==> src/rtl/baud_tick_gen_if.sv <==
// Bus between the baud tick generator and its user (UART TX/RX pair).
//   en        accumulate enable
//   sync      single-cycle phase restart (RX start-edge alignment)
//   inc_wr    load strobe for inc_data
//   inc_data  new phase increment
//   inc_q     currently active increment (readback)
//   OsTick    one-cycle oversampled tick
//   BaudTick  one-cycle 1x tick, every Oversample OsTicks
// The user side takes the master modport, the generator the slave modport.
interface baud_tick_gen_if #(
    parameter int AccWidth = 20
);
    logic                en;
    logic                sync;
    logic                inc_wr;
    logic [AccWidth-1:0] inc_data;
    logic [AccWidth-1:0] inc_q;
    logic                OsTick;
    logic                BaudTick;

    modport master (
        output en, sync, inc_wr, inc_data,
        input  inc_q, OsTick, BaudTick
    );

    modport slave (
        input  en, sync, inc_wr, inc_data,
        output inc_q, OsTick, BaudTick
    );
endinterface

==> src/rtl/baud_tick_gen.sv <==
// Fractional phase-accumulator baud tick generator.
// A W-bit accumulator adds a programmable increment every enabled cycle;
// its carry out becomes OsTick (registered, one cycle after the overflowing
// add). Every Oversample OsTicks a BaudTick is issued together with the
// OsTick. A sync pulse restarts the phase so that the next BaudTick lands
// at mid-bit, letting the receiver realign on a start edge.
// Ports:
//   clk  main clock, rising edge
//   rst  asynchronous active-high reset
//   bus  baud_tick_gen_if slave: en, sync, inc_wr, inc_data in;
//        inc_q, OsTick, BaudTick out
module baud_tick_gen #(
    parameter int unsigned ClkFrequency = 12000000,
    parameter int unsigned Baud         = 115200,
    parameter int          AccWidth     = 20,
    parameter int          Oversample   = 16,
    parameter int          SyncPhase    = Oversample / 2
) (
    input  logic           clk,
    input  logic           rst,
    baud_tick_gen_if.slave bus
);

    // Reset increment, rounded to nearest: Baud*Oversample*2^W / ClkFrequency.
    localparam logic [63:0] Num      = (64'(Baud) * 64'(Oversample)) << AccWidth;
    localparam logic [63:0] Inc0Wide = (Num + 64'(ClkFrequency / 2)) / 64'(ClkFrequency);
    localparam logic [AccWidth-1:0] Inc0 = Inc0Wide[AccWidth-1:0];

    localparam int CntWidth = (Oversample > 1) ? $clog2(Oversample) : 1;
    localparam logic [CntWidth-1:0] CntLast  = CntWidth'(Oversample - 1);
    localparam logic [CntWidth-1:0] CntSync  = CntWidth'(SyncPhase);

    if (Inc0Wide == 64'd0 || Inc0Wide >= (64'd1 << AccWidth)) begin : g_bad_inc0
        $error("baud_tick_gen: reset increment out of range for AccWidth");
    end
    if (Oversample < 1) begin : g_bad_oversample
        $error("baud_tick_gen: Oversample must be >= 1");
    end
    if (SyncPhase < 0 || SyncPhase >= Oversample) begin : g_bad_sync_phase
        $error("baud_tick_gen: SyncPhase must lie in 0..Oversample-1");
    end

    logic [AccWidth-1:0] acc;
    logic [AccWidth-1:0] inc_q;
    logic [CntWidth-1:0] os_cnt;
    logic                os_tick;
    logic                baud_tick;

    // One extra bit on the sum holds the carry that becomes OsTick.
    logic [AccWidth:0]   sum;
    logic                carry;

    assign sum   = {1'b0, acc} + {1'b0, inc_q};
    assign carry = sum[AccWidth];

    // NOTE: every register here is reset, including ticks, so an in-flight
    // pulse is dropped as soon as rst rises, without waiting for an edge.
    always_ff @(posedge clk or posedge rst) begin
        if (rst) begin
            acc       <= '0;
            os_cnt    <= '0;
            inc_q     <= Inc0;
            os_tick   <= 1'b0;
            baud_tick <= 1'b0;
        end else begin
            // NOTE: non-blocking assignments mean the add below still sees
            // the old inc_q on the edge a new value is written; the new
            // increment is first used one cycle later.
            if (bus.inc_wr) begin
                inc_q <= bus.inc_data;
            end

            if (bus.sync) begin
                // Restart the phase; any overflow from this cycle is lost.
                acc       <= '0;
                os_cnt    <= CntSync;
                os_tick   <= 1'b0;
                baud_tick <= 1'b0;
            end else if (bus.en) begin
                acc       <= sum[AccWidth-1:0];
                os_tick   <= carry;
                baud_tick <= 1'b0;
                if (carry) begin
                    if (os_cnt == CntLast) begin
                        os_cnt    <= '0;
                        baud_tick <= 1'b1;
                    end else begin
                        os_cnt <= os_cnt + 1'b1;
                    end
                end
            end else begin
                os_tick   <= 1'b0;
                baud_tick <= 1'b0;
            end
        end
    end

    assign bus.inc_q    = inc_q;
    assign bus.OsTick   = os_tick;
    assign bus.BaudTick = baud_tick;

endmodule

==> src/flat_wrapper.sv <==
// flat-port wrapper written by rule: the top's interface ports become plain ports
module baud_tick_gen_flat 
#(
    parameter int unsigned ClkFrequency = 12000000,
    parameter int unsigned Baud         = 115200,
    parameter int          AccWidth     = 20,
    parameter int          Oversample   = 16,
    parameter int          SyncPhase    = Oversample / 2
)
  (clk, rst, bus_en, bus_sync, bus_inc_wr, bus_inc_data, bus_inc_q, bus_OsTick, bus_BaudTick);
  baud_tick_gen_if #(.AccWidth(AccWidth)) bus_i ();
  input  logic clk;
  input  logic rst;
  input wire logic [$bits(bus_i.en)-1:0] bus_en;
  input wire logic [$bits(bus_i.sync)-1:0] bus_sync;
  input wire logic [$bits(bus_i.inc_wr)-1:0] bus_inc_wr;
  input wire logic [$bits(bus_i.inc_data)-1:0] bus_inc_data;
  output wire logic [$bits(bus_i.inc_q)-1:0] bus_inc_q;
  output wire logic [$bits(bus_i.OsTick)-1:0] bus_OsTick;
  output wire logic [$bits(bus_i.BaudTick)-1:0] bus_BaudTick;
  assign bus_i.en = bus_en;
  assign bus_i.sync = bus_sync;
  assign bus_i.inc_wr = bus_inc_wr;
  assign bus_i.inc_data = bus_inc_data;
  assign bus_inc_q = bus_i.inc_q;
  assign bus_OsTick = bus_i.OsTick;
  assign bus_BaudTick = bus_i.BaudTick;
  baud_tick_gen #(.ClkFrequency(ClkFrequency), .Baud(Baud), .AccWidth(AccWidth), .Oversample(Oversample), .SyncPhase(SyncPhase)) u_core (.clk(clk), .rst(rst), .bus(bus_i));
endmodule
==> config.mk <==
export PLATFORM = sky130hd
export DESIGN_NAME = baud_tick_gen_flat
export DESIGN_NICKNAME = d
export VERILOG_FILES = /design/src/rtl/baud_tick_gen_if.sv /design/src/rtl/baud_tick_gen.sv /design/src/flat_wrapper.sv
export SDC_FILE = /design/constraint.sdc
export NUM_CORES = 1
export LEC_CHECK = 0
export ABC_CLOCK_PERIOD_IN_PS = 3100
export BUFFER_PORTS_ARGS = -buffer_cell sky130_fd_sc_hd__buf_2
export CAP_MARGIN = 25
export CORE_ASPECT_RATIO = 0.9
export CORE_MARGIN = 5
export CORE_UTILIZATION = 57
export DETAILED_ROUTE_END_ITERATION = 16
export GPL_TIMING_DRIVEN = 0
export PLACE_DENSITY = 0.89
export SYNTH_ARGS = -nofsm -noshare
export SYNTH_HDL_FRONTEND = slang
export SYNTH_SLANG_ARGS = --single-unit
==> constraint.sdc <==
create_clock -name clk -period 3.1 [get_ports clk]
set_clock_uncertainty 0.2 [all_clocks]
set_input_delay 0.465 -clock clk [delete_from_list [all_inputs] [get_ports clk]]
set_output_delay 0.465 -clock clk [all_outputs]
set_load 0.05 [all_outputs]
Yosys cells after proc, flatten, opt, wreduce, memory -nomap -nowiden
Index checks and enable logic that the tools add are counted.
Widths: inputs -> output; s select.
Cells by class
  magnitude comparators: 0
  add/sub/neg operators: 2
  multiply operators: 0
  div/mod/pow operators: 0
  muxes and demuxes: 12
  shift-type cells: 0
  reduce and logical (&&, ||, !) cells: 3
  eq/ne operators: 1
  bitwise gates (word level): 0
Operators by type and width (count)
  $mux 20: 2
  $add 20x20->21: 1
  $mux 4: 4
  $mux 1: 6
  $add 4x1->4 const B: 1
  $eq 4x4->1 const B: 1
  $reduce_bool 2->1: 2
  $reduce_and 2->1: 1
Storage, ports and cells
  memories: 0
  output and inout bits: 22
  memory bits (read-only): 0
  word-level logic and storage cells: 23
  RAM bits: 0
  bits in latches: 0
  bits of input ports: 25
  bits in registers: 46

Logic depth before layout (Yosys ltp)
  depth after elaboration: 5
  depth in mapped cells: 8
  depth with buffers taken out: 8

Worst setup path after synthesis
No wires, ideal clock.
  path kind: register to register
  start: register u_core.inc_q[1] (netlist: u_core.bus.inc_q[1])
  end: register u_core.acc[16]
  required time: 2.778 ns
  path buffers: 0
  slack: 0.355 ns
  data arrival time: 2.423 ns
  clock period less this slack: 2.745 ns
  cell stages (with the launch flop): 8
  setup time: 0.122 ns
  path through: dfrtp_1 fa_1 a21o_1 a221o_1 a31oi_2 a21boi_2 or3_1 a32o_1
Between the ends
  cells in the longest elaborated chain, start to end: 3
Ends and longest elaborated chain
  start, declared: line baud_tick_gen.sv:44  | logic [AccWidth-1:0] inc_q;
  start signal, assigned: line baud_tick_gen.sv:62  | inc_q <= Inc0;
  start signal, assigned: line baud_tick_gen.sv:70  | inc_q <= bus.inc_data;
  $add 20x20->21: line baud_tick_gen.sv:53  | assign sum = {1'b0, acc} + {1'b0, inc_q};
  $mux 20: line baud_tick_gen.sv:79  | end else if (bus.en) begin
  $mux 20: line baud_tick_gen.sv:73  | if (bus.sync) begin
  end signal, assigned: line baud_tick_gen.sv:80  | acc <= sum[AccWidth-1:0];
  end, declared: line baud_tick_gen.sv:43  | logic [AccWidth-1:0] acc;
No other way between the ends. The select of a mux whose other input is x is not followed.
A chain may end at the register's enable or synchronous reset.

Worst setup path after layout
  start: register u_core.acc[0]
  end: register u_core.acc[18]
Between the ends
  cells in the longest elaborated chain, start to end: 3
Ends and longest elaborated chain (line)
  $add 20x20->21: baud_tick_gen.sv:53
  $mux 20: baud_tick_gen.sv:79
  $mux 20: baud_tick_gen.sv:73
No other way between the ends. The select of a mux whose other input is x is not followed.

==> flow_metrics.env <==
export IMPL_status="completed"
export IMPL_vias=2538
export IMPL_powerDensity_mw_per_mm2=583
export IMPL_fmax_mhz=346
export IMPL_worst_hold_path_type="in2reg"
export IMPL_required_ns=3.09
export IMPL_p_leak_nw=1.57
export IMPL_clock_sinks=46
export IMPL_antenna_found_initial=0
export IMPL_tightest_slew_ns=0.619
export IMPL_yosysTopAreaCell="dfrtp_1"
export IMPL_worstHoldStart="bus_inc_data[15]"
export IMPL_grt_pass1_vias=2371
export IMPL_ys_ff_latch=46
export IMPL_r2r_end="u_core.acc[18]"
export IMPL_syn_to_final_growth_pct=14.1
export IMPL_period_share_pct=93.3
export IMPL_drive_gt1_share_pct=27.5
export IMPL_drt_initial_drc_count=162
export IMPL_fp_row_count=24
export IMPL_hold_viol=0
export IMPL_clkTransAtPathRegs_ns=0.09
export IMPL_synth_async_reset_ratio_pct=100
export IMPL_synth_area_mm2=0.00295
export IMPL_track_usage_pct=20.2
export IMPL_period_minus_slack_ns=2.89
export IMPL_syn_avg_cell_area_um2=10.0
export IMPL_setup_viol=0
export IMPL_worstPathMaxFanout=3
export IMPL_r2r_start="u_core.acc[0]"
export IMPL_ant_nets=0
export IMPL_yosysWarnings=0
export IMPL_synth_nets=341
export IMPL_synth_edf_count=0
export IMPL_io_pins=47
export IMPL_cts_root_buffer_cell="clkbuf_8"
export IMPL_nets=395
export IMPL_startpoint_type="flip-flop"
export IMPL_postCtsSetupBuffers=0
export IMPL_relSlewSlack_pct=58.7
export IMPL_wire_per_inst_um=16.0
export IMPL_tritoncts_num_buffers=5
export IMPL_r2r_cells=8
export IMPL_ir_drop_mv=0.399
export IMPL_wl_mm=6.61
export IMPL_grt_ovfl_total=0
export IMPL_tns_ns=0
export IMPL_die_area_mm2=0.00672
export IMPL_cap_viol_max_count=0
export IMPL_avgViaCountPerCell=6.13
export IMPL_start_util_pct=59.9
export IMPL_route_detailed_drc=0
export IMPL_stdcell_count=414
export IMPL_syn_inst=294
export IMPL_synth_cell_type_count=56
export IMPL_holdPathStages=2
export IMPL_rrSetupSlack_ns=0.21
export IMPL_clock_latency_ns=0.31
export IMPL_fp_coreArea_mm2=0.00492
export IMPL_firstDrtPassIters=4
export IMPL_cts_tree="yes"
export IMPL_yosysSeqAreaShare_pct=39.4
export IMPL_gp_congestion=0.914
export IMPL_synth_flop_cell="dfrtp_1"
export IMPL_grt_pass1_wl_mm=11.1
export IMPL_synth_most_common_cell="dfrtp_1"
export IMPL_die_h_um=78.3
export IMPL_crit_path_end_kind="flip-flop"
export IMPL_cts_buffer_depth=2
export IMPL_netlist_top_cells_count="37 x dfrtp_1, 23 x a21oi_1, 22 x nand2_1"
export IMPL_drv_slew=0
export IMPL_n_antenna_cell=0
export IMPL_critPathKind="reg2reg"
export IMPL_whs_endpoint="u_core.bus.inc_q[15]"
export IMPL_synth_area_top_cells="dfrtp_1 31%, ha_1 8.9%, dfstp_2 8.0%, mux2_2 8.0%, a21oi_1 3.9%"
export IMPL_rsz0062_at_grt="no"
export IMPL_yosysTopAreaCellShare_pct=31.4
export IMPL_htreeDepth=2
export IMPL_ctsResizeCount=0
export IMPL_cp_arrival_ns=2.88
export IMPL_portBuffers=45
export IMPL_hpwl_mm=5.00
export IMPL_place_inst=405
export IMPL_grt_max_degree=29
export IMPL_die_x_um=85.9
==> critical path, stage by stage, from the launching register on <==
cell and delay [ns]:
dfrtp_1 0.39, ha_1 0.22, fa_1 0.40, a21o_1 0.21, a221oi_2 0.36, o21ai_1 0.18
a41oi_1 0.38, nor4_1 0.09, or3_1 0.34
==> logic make-up (layout without fill, tap and decap cells) <==
group | after synthesis | count (layout) | synth area share [%]
and+or+nand+nor | 87 | 87 | 15.9
AOI/OAI and AO/OA | 85 | 85 | 19.6
DFF | 46 | 46 | 39.4
muxes | 28 | 28 | 10.4
adders and majority gates | 22 | 22 | 9.58
buffers and inverters | 17 | 72 | 2.50
xor gates and xnor gates | 9 | 9 | 2.67
==> worst max path at each step <==
stage | from | to | depth (start not counted)
finish | u_core.acc[0] | u_core.acc[18] | 8
floorplan | u_core.bus.inc_q[1] | u_core.acc[16] | 7
global route | u_core.acc[0] | u_core.acc[18] | 8
CTS | u_core.acc[0] | u_core.acc[18] | 8
detailed placement | u_core.acc[0] | u_core.acc[18] | 8
global placement | u_core.bus.inc_q[0] | u_core.acc[18] | 8
==> through the flow <==
stage	utilization, %	area [µm²]	power, mW	setup slack (ns)	hold WS (ns)
floorplan	-	2950	1.41	0.355	0.270
global placement	66.2	3260	1.55	0.301	0.301
detailed placement	66.6	3280	1.59	0.283	0.287
CTS	68.4	3370	1.95	0.259	0.184
global route	68.4	3370	2.09	0.0694	0.182
finish	68.4	3370	1.96	0.208	0.181
==> power by group <==
part | internal, mW | total [mW] | switching, mW
logic | 0.339 | 0.862 | 0.523
registers | 0.685 | 0.737 | 0.0526
clock network | 0.161 | 0.365 | 0.205
==> area by class of cell <==
| type | instances | area (µm²) |
|---|---|---|
| Inverter | 5 | 18.8 |
| Sequential cell | 46 | 1160 |
| Clock buffer | 8 | 80.1 |
| Buffer | 12 | 55.1 |
| Tap cell | 65 | 81.3 |
| Fill cell | 413 | 1560 |
| Multi-Input combinational cell | 231 | 1720 |
| Timing Repair Buffer | 47 | 255 |
==> cell usage in the layout, fill, tap and decap left out, drive strengths merged, types with 5 or more instances in the layout <==
| cell type | instances |
|---|---|
| o21a | 5 |
| ha | 21 |
| a31oi | 5 |
| nand2b | 6 |
| dfstp | 9 |
| o211ai | 8 |
| a21oi | 23 |
| nand2 | 22 |
| dfrtp | 37 |
| a21o | 8 |
| nor2 | 21 |
| inv | 5 |
| xnor2 | 6 |
| mux2 | 21 |
| buf | 49 |
| o21ai | 12 |
| and4 | 5 |
| mux2i | 7 |
| clkbuf | 17 |
==> routing by layer <==
metal / global-route usage (%) / wire, µm / vias up / part of all wire (%)
met4: 4.11 / 60 / 0 / 0.91
met1: 25.9 / 2770 / 1204 / 42
met2: 35.9 / 3330 / 111 / 50
met3: 3.56 / 449 / 8 / 6.8
met5: 0 / 0 / - / 0
li1: - / - / 1215 / -
==> repair_timing <==
action	in CTS	in global routing
hold buffers	1	0
setup endpoints to repair	0	0
hold endpoints to repair	15	0
==> flip-flops by register name, indices dropped and copies added, names as in the netlist <==
name,cells
u_core.bus.inc_q,20
u_core.bus.BaudTick,1
u_core.os_cnt,4
u_core.acc,20
u_core.bus.OsTick,1
No activity file was read; power rests on OpenSTA's default activity.
